$ cat src/rtl/frame_arb_pkg.sv
// Shared widths, source tags and grant encoding for the frame source arbiter.
package frame_arb_pkg;
  localparam int unsigned FRAME_W = 128;
  localparam int unsigned CNT_W   = 16;
  localparam int unsigned RUN_W   = 8;

  localparam logic [1:0] SRC_TRACE  = 2'd0;
  localparam logic [1:0] SRC_STATUS = 2'd1;
  localparam logic [1:0] SRC_FILLER = 2'd2;

  typedef enum logic [1:0] {
    GNT_NONE   = 2'd0,
    GNT_TRACE  = 2'd1,
    GNT_STATUS = 2'd2
  } grant_e;
endpackage

$ cat src/rtl/frame_source_arbiter_if.sv
// Ready/Next frame handshake shared by both producers and the packer side.
interface frame_source_arbiter_if;
  logic [frame_arb_pkg::FRAME_W-1:0] frame;
  logic                              frame_ready;
  logic                              frame_next;

  modport master (output frame, output frame_ready, input frame_next);
  modport slave  (input frame, input frame_ready, output frame_next);
endinterface

$ cat src/rtl/frame_arb_select.sv
// Eligibility and trace-preferred priority with bounded status starvation.
module frame_arb_select
  import frame_arb_pkg::*;
#(
  parameter int unsigned MAX_TRACE_RUN = 8
) (
  input  logic   clk,
  input  logic   rst,
  input  logic   enable,
  input  logic   out_free,
  input  logic   tr_ready,
  input  logic   tr_next,
  input  logic   st_ready,
  input  logic   st_next,
  output grant_e grant_c
);

  logic [RUN_W-1:0] tr_run_q, tr_run_d;
  logic             tr_elig, st_elig, starved;

  always_comb begin
    tr_elig  = tr_ready && !tr_next && enable;
    st_elig  = st_ready && !st_next && enable;
    starved  = tr_run_q >= RUN_W'(MAX_TRACE_RUN);
    grant_c  = GNT_NONE;
    tr_run_d = tr_run_q;

    if (out_free) begin
      if (tr_elig && st_elig) grant_c = starved ? GNT_STATUS : GNT_TRACE;
      else if (tr_elig)       grant_c = GNT_TRACE;
      else if (st_elig)       grant_c = GNT_STATUS;
    end

    // Run length only counts trace wins while status is actually waiting.
    if (enable) begin
      if (!st_ready || grant_c == GNT_STATUS)
        tr_run_d = '0;
      else if (grant_c == GNT_TRACE && tr_run_q != {RUN_W{1'b1}})
        tr_run_d = tr_run_q + RUN_W'(1);
    end
  end

  always_ff @(posedge clk or posedge rst) begin
    if (rst) tr_run_q <= '0;
    else     tr_run_q <= tr_run_d;
  end

endmodule

$ cat src/rtl/frame_source_arbiter.sv
// Muxes trace/status frames into a single-entry output register for the packer,
// inserting a filler frame after a configurable idle period.
module frame_source_arbiter
  import frame_arb_pkg::*;
#(
  parameter int unsigned         MAX_TRACE_RUN = 8,
  parameter int unsigned         IDLE_TIMEOUT  = 1024,
  parameter logic [FRAME_W-1:0]  FILLER_FRAME  = 128'h7fffffff_7fffffff_7fffffff_7fffffff
) (
  input  logic                   clk,
  input  logic                   rst,
  input  logic                   enable,
  frame_source_arbiter_if.slave  tr_if,
  frame_source_arbiter_if.slave  st_if,
  frame_source_arbiter_if.master out_if,
  output logic [1:0]             srcTag,
  output logic [CNT_W-1:0]       trCount,
  output logic [CNT_W-1:0]       stCount,
  output logic [CNT_W-1:0]       fillCount
);

  logic [FRAME_W-1:0] frame_q, frame_d;
  logic               frame_ready_q, frame_ready_d;
  logic [1:0]         src_tag_q, src_tag_d;
  logic               tr_next_q, tr_next_d;
  logic               st_next_q, st_next_d;
  logic [CNT_W-1:0]   tr_cnt_q, tr_cnt_d;
  logic [CNT_W-1:0]   st_cnt_q, st_cnt_d;
  logic [CNT_W-1:0]   fill_cnt_q, fill_cnt_d;
  logic [CNT_W-1:0]   idle_cnt_q, idle_cnt_d;
  logic               out_free_c, idle_c;
  grant_e             grant_c;

  assign out_free_c = !frame_ready_q || out_if.frame_next;

  frame_arb_select #(.MAX_TRACE_RUN(MAX_TRACE_RUN)) u_select (
    .clk      (clk),
    .rst      (rst),
    .enable   (enable),
    .out_free (out_free_c),
    .tr_ready (tr_if.frame_ready),
    .tr_next  (tr_next_q),
    .st_ready (st_if.frame_ready),
    .st_next  (st_next_q),
    .grant_c  (grant_c)
  );

  always_comb begin
    frame_d       = frame_q;
    frame_ready_d = frame_ready_q;
    src_tag_d     = src_tag_q;
    tr_next_d     = 1'b0;
    st_next_d     = 1'b0;
    tr_cnt_d      = tr_cnt_q;
    st_cnt_d      = st_cnt_q;
    fill_cnt_d    = fill_cnt_q;
    idle_cnt_d    = '0;
    idle_c        = out_free_c && (grant_c == GNT_NONE) && enable && (IDLE_TIMEOUT != 0);

    if (out_if.frame_next) frame_ready_d = 1'b0;

    unique case (grant_c)
      GNT_TRACE: begin
        frame_d       = tr_if.frame;
        frame_ready_d = 1'b1;
        src_tag_d     = SRC_TRACE;
        tr_next_d     = 1'b1;
        tr_cnt_d      = tr_cnt_q + CNT_W'(1);
      end
      GNT_STATUS: begin
        frame_d       = st_if.frame;
        frame_ready_d = 1'b1;
        src_tag_d     = SRC_STATUS;
        st_next_d     = 1'b1;
        st_cnt_d      = st_cnt_q + CNT_W'(1);
      end
      default: ;
    endcase

    // Filler fires on the IDLE_TIMEOUT-th consecutive idle cycle.
    if (idle_c) begin
      if (idle_cnt_q == CNT_W'(IDLE_TIMEOUT - 1)) begin
        frame_d       = FILLER_FRAME;
        frame_ready_d = 1'b1;
        src_tag_d     = SRC_FILLER;
        fill_cnt_d    = fill_cnt_q + CNT_W'(1);
      end else begin
        idle_cnt_d    = idle_cnt_q + CNT_W'(1);
      end
    end
  end

  always_ff @(posedge clk or posedge rst) begin
    if (rst) begin
      frame_q       <= '0;
      frame_ready_q <= 1'b0;
      src_tag_q     <= SRC_TRACE;
      tr_next_q     <= 1'b0;
      st_next_q     <= 1'b0;
      tr_cnt_q      <= '0;
      st_cnt_q      <= '0;
      fill_cnt_q    <= '0;
      idle_cnt_q    <= '0;
    end else begin
      frame_q       <= frame_d;
      frame_ready_q <= frame_ready_d;
      src_tag_q     <= src_tag_d;
      tr_next_q     <= tr_next_d;
      st_next_q     <= st_next_d;
      tr_cnt_q      <= tr_cnt_d;
      st_cnt_q      <= st_cnt_d;
      fill_cnt_q    <= fill_cnt_d;
      idle_cnt_q    <= idle_cnt_d;
    end
  end

  assign out_if.frame       = frame_q;
  assign out_if.frame_ready = frame_ready_q;
  assign tr_if.frame_next   = tr_next_q;
  assign st_if.frame_next   = st_next_q;
  assign srcTag             = src_tag_q;
  assign trCount            = tr_cnt_q;
  assign stCount            = st_cnt_q;
  assign fillCount          = fill_cnt_q;

endmodule
$ cat src/flat_wrapper.sv
// flat-port wrapper written by rule: the top's interface ports become plain ports
module frame_source_arbiter_flat import frame_arb_pkg::*;
#(
  parameter int unsigned         MAX_TRACE_RUN = 8,
  parameter int unsigned         IDLE_TIMEOUT  = 1024,
  parameter logic [FRAME_W-1:0]  FILLER_FRAME  = 128'h7fffffff_7fffffff_7fffffff_7fffffff
)
  (clk, rst, enable, srcTag, trCount, stCount, fillCount, tr_if_frame, tr_if_frame_ready, tr_if_frame_next, st_if_frame, st_if_frame_ready, st_if_frame_next, out_if_frame, out_if_frame_ready, out_if_frame_next);
  frame_source_arbiter_if tr_if_i ();
  frame_source_arbiter_if st_if_i ();
  frame_source_arbiter_if out_if_i ();
  input  logic clk;
  input  logic rst;
  input  logic enable;
  output logic [1:0] srcTag;
  output logic [CNT_W-1:0] trCount;
  output logic [CNT_W-1:0] stCount;
  output logic [CNT_W-1:0] fillCount;
  input wire logic [$bits(tr_if_i.frame)-1:0] tr_if_frame;
  input wire logic [$bits(tr_if_i.frame_ready)-1:0] tr_if_frame_ready;
  output wire logic [$bits(tr_if_i.frame_next)-1:0] tr_if_frame_next;
  input wire logic [$bits(st_if_i.frame)-1:0] st_if_frame;
  input wire logic [$bits(st_if_i.frame_ready)-1:0] st_if_frame_ready;
  output wire logic [$bits(st_if_i.frame_next)-1:0] st_if_frame_next;
  output wire logic [$bits(out_if_i.frame)-1:0] out_if_frame;
  output wire logic [$bits(out_if_i.frame_ready)-1:0] out_if_frame_ready;
  input wire logic [$bits(out_if_i.frame_next)-1:0] out_if_frame_next;
  assign tr_if_i.frame = tr_if_frame;
  assign tr_if_i.frame_ready = tr_if_frame_ready;
  assign tr_if_frame_next = tr_if_i.frame_next;
  assign st_if_i.frame = st_if_frame;
  assign st_if_i.frame_ready = st_if_frame_ready;
  assign st_if_frame_next = st_if_i.frame_next;
  assign out_if_frame = out_if_i.frame;
  assign out_if_frame_ready = out_if_i.frame_ready;
  assign out_if_i.frame_next = out_if_frame_next;
  frame_source_arbiter #(.MAX_TRACE_RUN(MAX_TRACE_RUN), .IDLE_TIMEOUT(IDLE_TIMEOUT), .FILLER_FRAME(FILLER_FRAME)) u_core (.clk(clk), .rst(rst), .enable(enable), .tr_if(tr_if_i), .st_if(st_if_i), .out_if(out_if_i), .srcTag(srcTag), .trCount(trCount), .stCount(stCount), .fillCount(fillCount));
endmodule
$ cat config.mk
export PLATFORM = sky130hd
export DESIGN_NAME = frame_source_arbiter_flat
export DESIGN_NICKNAME = d
export VERILOG_FILES = /design/src/rtl/frame_arb_pkg.sv /design/src/rtl/frame_source_arbiter_if.sv /design/src/rtl/frame_arb_select.sv /design/src/rtl/frame_source_arbiter.sv /design/src/flat_wrapper.sv
export SDC_FILE = /design/constraint.sdc
export NUM_CORES = 1
export LEC_CHECK = 0
export CAP_MARGIN = 20
export CORE_ASPECT_RATIO = 0.5
export CORE_MARGIN = 1.5
export CORE_UTILIZATION = 38
export DETAILED_ROUTE_END_ITERATION = 16
export PLACE_DENSITY = 0.89
export SYNTH_ARGS = -nofsm -noshare
export SYNTH_HDL_FRONTEND = slang
export SYNTH_SLANG_ARGS = --single-unit
$ cat constraint.sdc
create_clock -name clk -period 7.9 [get_ports clk]
set_input_delay 2.37 -clock clk [delete_from_list [all_inputs] [get_ports clk]]
set_output_delay 2.37 -clock clk [all_outputs]
set_load 0.02 [all_outputs]
==> impl_metrics.sql <==
INSERT INTO impl_metrics (metric_group, metric, value, unit) VALUES
('clocking', 'postCtsSetupBuffers', '0', ''),
('yosys', 'dominantRegCellSynth', 'sky130_fd_sc_hd__dfrtp_1', ''),
('clocking', 'cts.repair.resized', '0', ''),
('cells_and_area', 'n_antenna_cell', '0', ''),
('clocking', 'cts.reportedPaths.clkPinSlew', '0.06', 'ns'),
('floorplan', 'floorplan.die.width', '228', 'um'),
('yosys', 'synth.net_count', '1313', ''),
('global_route', 'grt_max_degree', '102', ''),
('drt', 'wl_per_cell', '18.8', 'um'),
('yosys', 'yosys_warnings', '0', ''),
('yosys', 'yosys-mux-area-fraction', '0.442', '%'),
('flow_run', 'cap_violations', '0', ''),
('clocking', 'cts_root_buffer', 'sky130_fd_sc_hd__clkbuf_16', ''),
('floorplan', 'initial_utilization', '39.4', '%'),
('sta', 'timing.final.max_slew_violations', '0', ''),
('floorplan', 'die_area', '26300', 'um2'),
('yosys', 'compound_gate_portion_of_the_synthesized_area', '18.2', '%'),
('power', 'peak_ir_drop_on_the_vdd_network', '0.254', 'mV'),
('sta', 'worst-slew-pin-transition', '1.07', 'ns'),
('cells_and_area', 'num-fill-cells', '2024', ''),
('yosys', 'synth_seq_area_share', '53.3', '%'),
('yosys', 'number_of_enable_flip_flop_cells_after_synthesis', '0', ''),
('yosys', 'post_synth_xor_area_fraction', '5.37', '%'),
('drt', 'drc_violations_left', '0', ''),
('critical_path', 'cp_slowest_cell', 'sky130_fd_sc_hd__ha_4', ''),
('yosys', 'post_synth_fa_ha_maj_area_fraction', '1.30', '%'),
('yosys', 'yosysUniqueCellTypes', '44', ''),
('sta', 'tns', '0', 'ns'),
('critical_path', 'critical_path_class', 'in2reg', ''),
('place', 'place.detailed.hpwl', '24200', 'um'),
('clocking', 'ctsLongestPathBuffers', '3', ''),
('clocking', 'ctsHoldBuffers', '0', ''),
('sta', 'final_min_period_over_clock_period', '69.0', '%'),
('clocking', 'number_of_cts_inserted_buffers', '20', ''),
('global_route', 'grt_pass1_vias', '9075', ''),
('cells_and_area', 'seqCellArea', '5130', 'um2'),
('power', 'power.static_leakage', '6.39', 'nW'),
('cells_and_area', 'finalNetCount', '1713', ''),
('yosys', 'synth_register_bits', '205', ''),
('floorplan', 'std_cell_rows', '40', ''),
('sta', 'layout_skew', '0.00922', 'ns'),
('clocking', 'cts_sinks', '205', ''),
('floorplan', 'floorplan.die.height', '115', 'um'),
('yosys', 'syn-cell-area', '9620', 'um2'),
('critical_path', 'critical_path.endpoint_type', 'flop', ''),
('sta', 'timing.max_slew.rel_slack', '28.4', '%'),
('cells_and_area', 'post-route-cell-area', '15000', 'um2'),
('clocking', 'tritoncts', 'done', ''),
('floorplan', 'num_io_pins', '443', ''),
('global_route', 'overflow_left_after_global_routing', '0', ''),
('global_route', 'antenna_found_initial', '1', ''),
('global_route', 'groute.usage.overall', '24.4', '%'),
('floorplan', 'fp.coreArea', '24400', 'um2'),
('sta', 'max_freq', '183', 'MHz'),
('yosys', 'ys_async_rst_share', '100', '%'),
('status', 'status', 'completed', ''),
('critical_path', 'worstSetupStartpointType', 'input pin', ''),
('drt', 'dr_total_vias', '9464', ''),
('critical_path', 'worstPathCellList', 'clkdlybuf4s50_1 > inv_1 > nor3b_1 > o211ai_1 > inv_1 > ha_4 > buf_4 > a22oi_1 > a211oi_1', ''),
('clocking', 'clkLatencyLatePin', '0.50', 'ns'),
('power', 'finalPower', '4.22', 'mW'),
('critical_path', 'critPathArrivalTime', '5.83', 'ns'),
('sta', 'hold_violations', '0', ''),
('yosys', 'main_combinational_cell_family_by_area_after_synthesis', 'compound AO/OA/AOI/OAI gates', ''),
('critical_path', 'critPathMaxStageDelay', '0.77', 'ns'),
('cells_and_area', 'area_growth', '56.5', '%'),
('drt', 'drt_first_iter_violations', '877', ''),
('sta', 'rsz0062_at_grt', 'no', ''),
('sta', 'setup_viol_count_final', '0', ''),
('drt', 'viasPerCell', '5.28', ''),
('drt', 'dr.pass1.iters', '5', '');
-- cells in the final DEF, fill, tap and decap left out, types with 3 or more instances in the layout --
master                            count
sky130_fd_sc_hd__and4_1               4
sky130_fd_sc_hd__a21oi_1              3
sky130_fd_sc_hd__nor4_1               4
sky130_fd_sc_hd__xnor2_1             36
sky130_fd_sc_hd__dfrtp_1            205
sky130_fd_sc_hd__and3_1              16
sky130_fd_sc_hd__nand2b_1             3
sky130_fd_sc_hd__nor3_1               4
sky130_fd_sc_hd__clkbuf_8             4
sky130_fd_sc_hd__clkinv_2             3
sky130_fd_sc_hd__o21ai_0            132
sky130_fd_sc_hd__clkdlybuf4s50_1    442
sky130_fd_sc_hd__and2_1               3
sky130_fd_sc_hd__clkbuf_1             3
sky130_fd_sc_hd__nand4_1             12
sky130_fd_sc_hd__ha_1                 7
sky130_fd_sc_hd__nor2_1              30
sky130_fd_sc_hd__a211oi_1             4
sky130_fd_sc_hd__nand3_1             28
sky130_fd_sc_hd__clkinvlp_4           3
sky130_fd_sc_hd__clkbuf_16           21
sky130_fd_sc_hd__xor2_1              23
sky130_fd_sc_hd__a22oi_1            128
sky130_fd_sc_hd__inv_1               12
sky130_fd_sc_hd__nand2_1            280
sky130_fd_sc_hd__ha_4                 3
sky130_fd_sc_hd__buf_4               10
sky130_fd_sc_hd__bufinv_16            3
-- registers in the layout, summed over array words and instances, names as in the netlist --
register,count
u_core.trCount,16
u_core.stCount,16
u_core.out_if.frame,128
u_core.idle_cnt_q,16
u_core.tr_if.frame_next,1
u_core.out_if.frame_ready,1
u_core.u_select.tr_run_q,8
u_core.st_if.frame_next,1
u_core.srcTag,2
u_core.fillCount,16
-- synthesized netlist by cell type (2+ instances only) --
cell | n | area, um2
sky130_fd_sc_hd__a211oi_1 | 4 | 30.0
sky130_fd_sc_hd__a21oi_1 | 3 | 15.0
sky130_fd_sc_hd__a22oi_1 | 128 | 961
sky130_fd_sc_hd__a31oi_1 | 2 | 12.5
sky130_fd_sc_hd__and2_1 | 3 | 18.8
sky130_fd_sc_hd__and3_1 | 16 | 100
sky130_fd_sc_hd__and4_1 | 4 | 35.0
sky130_fd_sc_hd__buf_1 | 15 | 56.3
sky130_fd_sc_hd__buf_2 | 2 | 10.0
sky130_fd_sc_hd__clkbuf_1 | 58 | 218
sky130_fd_sc_hd__dfrtp_1 | 205 | 5130
sky130_fd_sc_hd__ha_1 | 10 | 125
sky130_fd_sc_hd__inv_1 | 13 | 48.8
sky130_fd_sc_hd__mux2_2 | 2 | 22.5
sky130_fd_sc_hd__mux2i_1 | 2 | 20.0
sky130_fd_sc_hd__nand2_1 | 280 | 1050
sky130_fd_sc_hd__nand2b_1 | 3 | 18.8
sky130_fd_sc_hd__nand3_1 | 28 | 140
sky130_fd_sc_hd__nand4_1 | 12 | 75.1
sky130_fd_sc_hd__nor2_1 | 30 | 113
sky130_fd_sc_hd__nor2b_1 | 2 | 12.5
sky130_fd_sc_hd__nor3_1 | 4 | 20.0
sky130_fd_sc_hd__nor4_1 | 4 | 25.0
sky130_fd_sc_hd__nor4_2 | 2 | 25.0
sky130_fd_sc_hd__o211ai_1 | 2 | 15.0
sky130_fd_sc_hd__o21ai_0 | 132 | 661
sky130_fd_sc_hd__xnor2_1 | 36 | 315
sky130_fd_sc_hd__xor2_1 | 23 | 201
-- report_power, final --
part / leakage, nW / internal (mW) / switching, mW / total, mW
Clock: 0.346 / 0.623 / 0.418 / 1.04
Sequential: 2.55 / 1.33 / 0.190 / 1.52
Combinational: 3.49 / 0.774 / 0.882 / 1.66
Total: 6.39 / 2.73 / 1.49 / 4.22
-- layout make-up --
type / count / area share (%)
Clock inverter: 8 / 0.798
Timing Repair Buffer: 454 / 30.2
Multi-Input combinational cell: 747 / 27.8
Inverter: 13 / 0.349
Clock buffer: 28 / 3.93
Sequential cell: 205 / 34.1
Tap cell: 336 / 2.79
-- worst paths after layout --
path | start | cells after the start | to | slack [ns]
setup / recovery | enable | 9 | u_core.out_if.frame[127] | 2.45
hold / removal | u_core.trCount[15] | 1 | u_core.trCount[15] | 0.49
setup reg to reg | u_core.u_select.tr_run_q[3] | 8 | u_core.out_if.frame[127] | 4.63
hold reg to reg | u_core.trCount[15] | 1 | u_core.trCount[15] | 0.49
max in group asynchronous | rst | 3 | u_core.out_if.frame[80] | 4.58
min in group asynchronous | rst | 2 | u_core.out_if.frame[1] | 2.16
-- worst max-delay path: cells and delay by family --
family | cells | cell delay [ns]
simple gates | 1 | 0.22
fa+ha+maj | 1 | 0.77
buf+inv | 4 | 1.72
compound gates | 3 | 0.75
-- layer usage --
layer	vias to the layer above	wire [um]	global-route usage, %	share of wire (%)
met4	0	1210	8.52	3.6
met3	85	1950	4.90	5.8
met1	4659	14000	32.1	42
met2	310	16500	41.0	49
li1	4410	-	-	-
met5	-	0	0	0
-- logic make-up (layout without fill, tap and decap cells) --
family	Yosys count	count (layout)
AO/OA/AOI/OAI	278	278
AND/OR/NAND/NOR	396	396
flip-flops	205	205
XOR/XNOR	59	59
buffers and inverters	89	503
adder cells (fa/ha/maj)	10	10
multiplexers	4	4
-- through the flow --
step	cells	utilization, %	hold slack, ns	setup slack (ns)
3_3_place_gp	1754	58.6	0.461	2.06
3_5_place_dp	1754	58.6	0.475	1.99
2_1_floorplan	1041	-	0.455	2.87
4_1_cts	1790	61.5	0.487	2.50
6_report	1791	61.6	0.486	2.45
5_1_grt	1791	61.6	0.515	2.15
No activity file was read; power rests on OpenSTA's default activity.
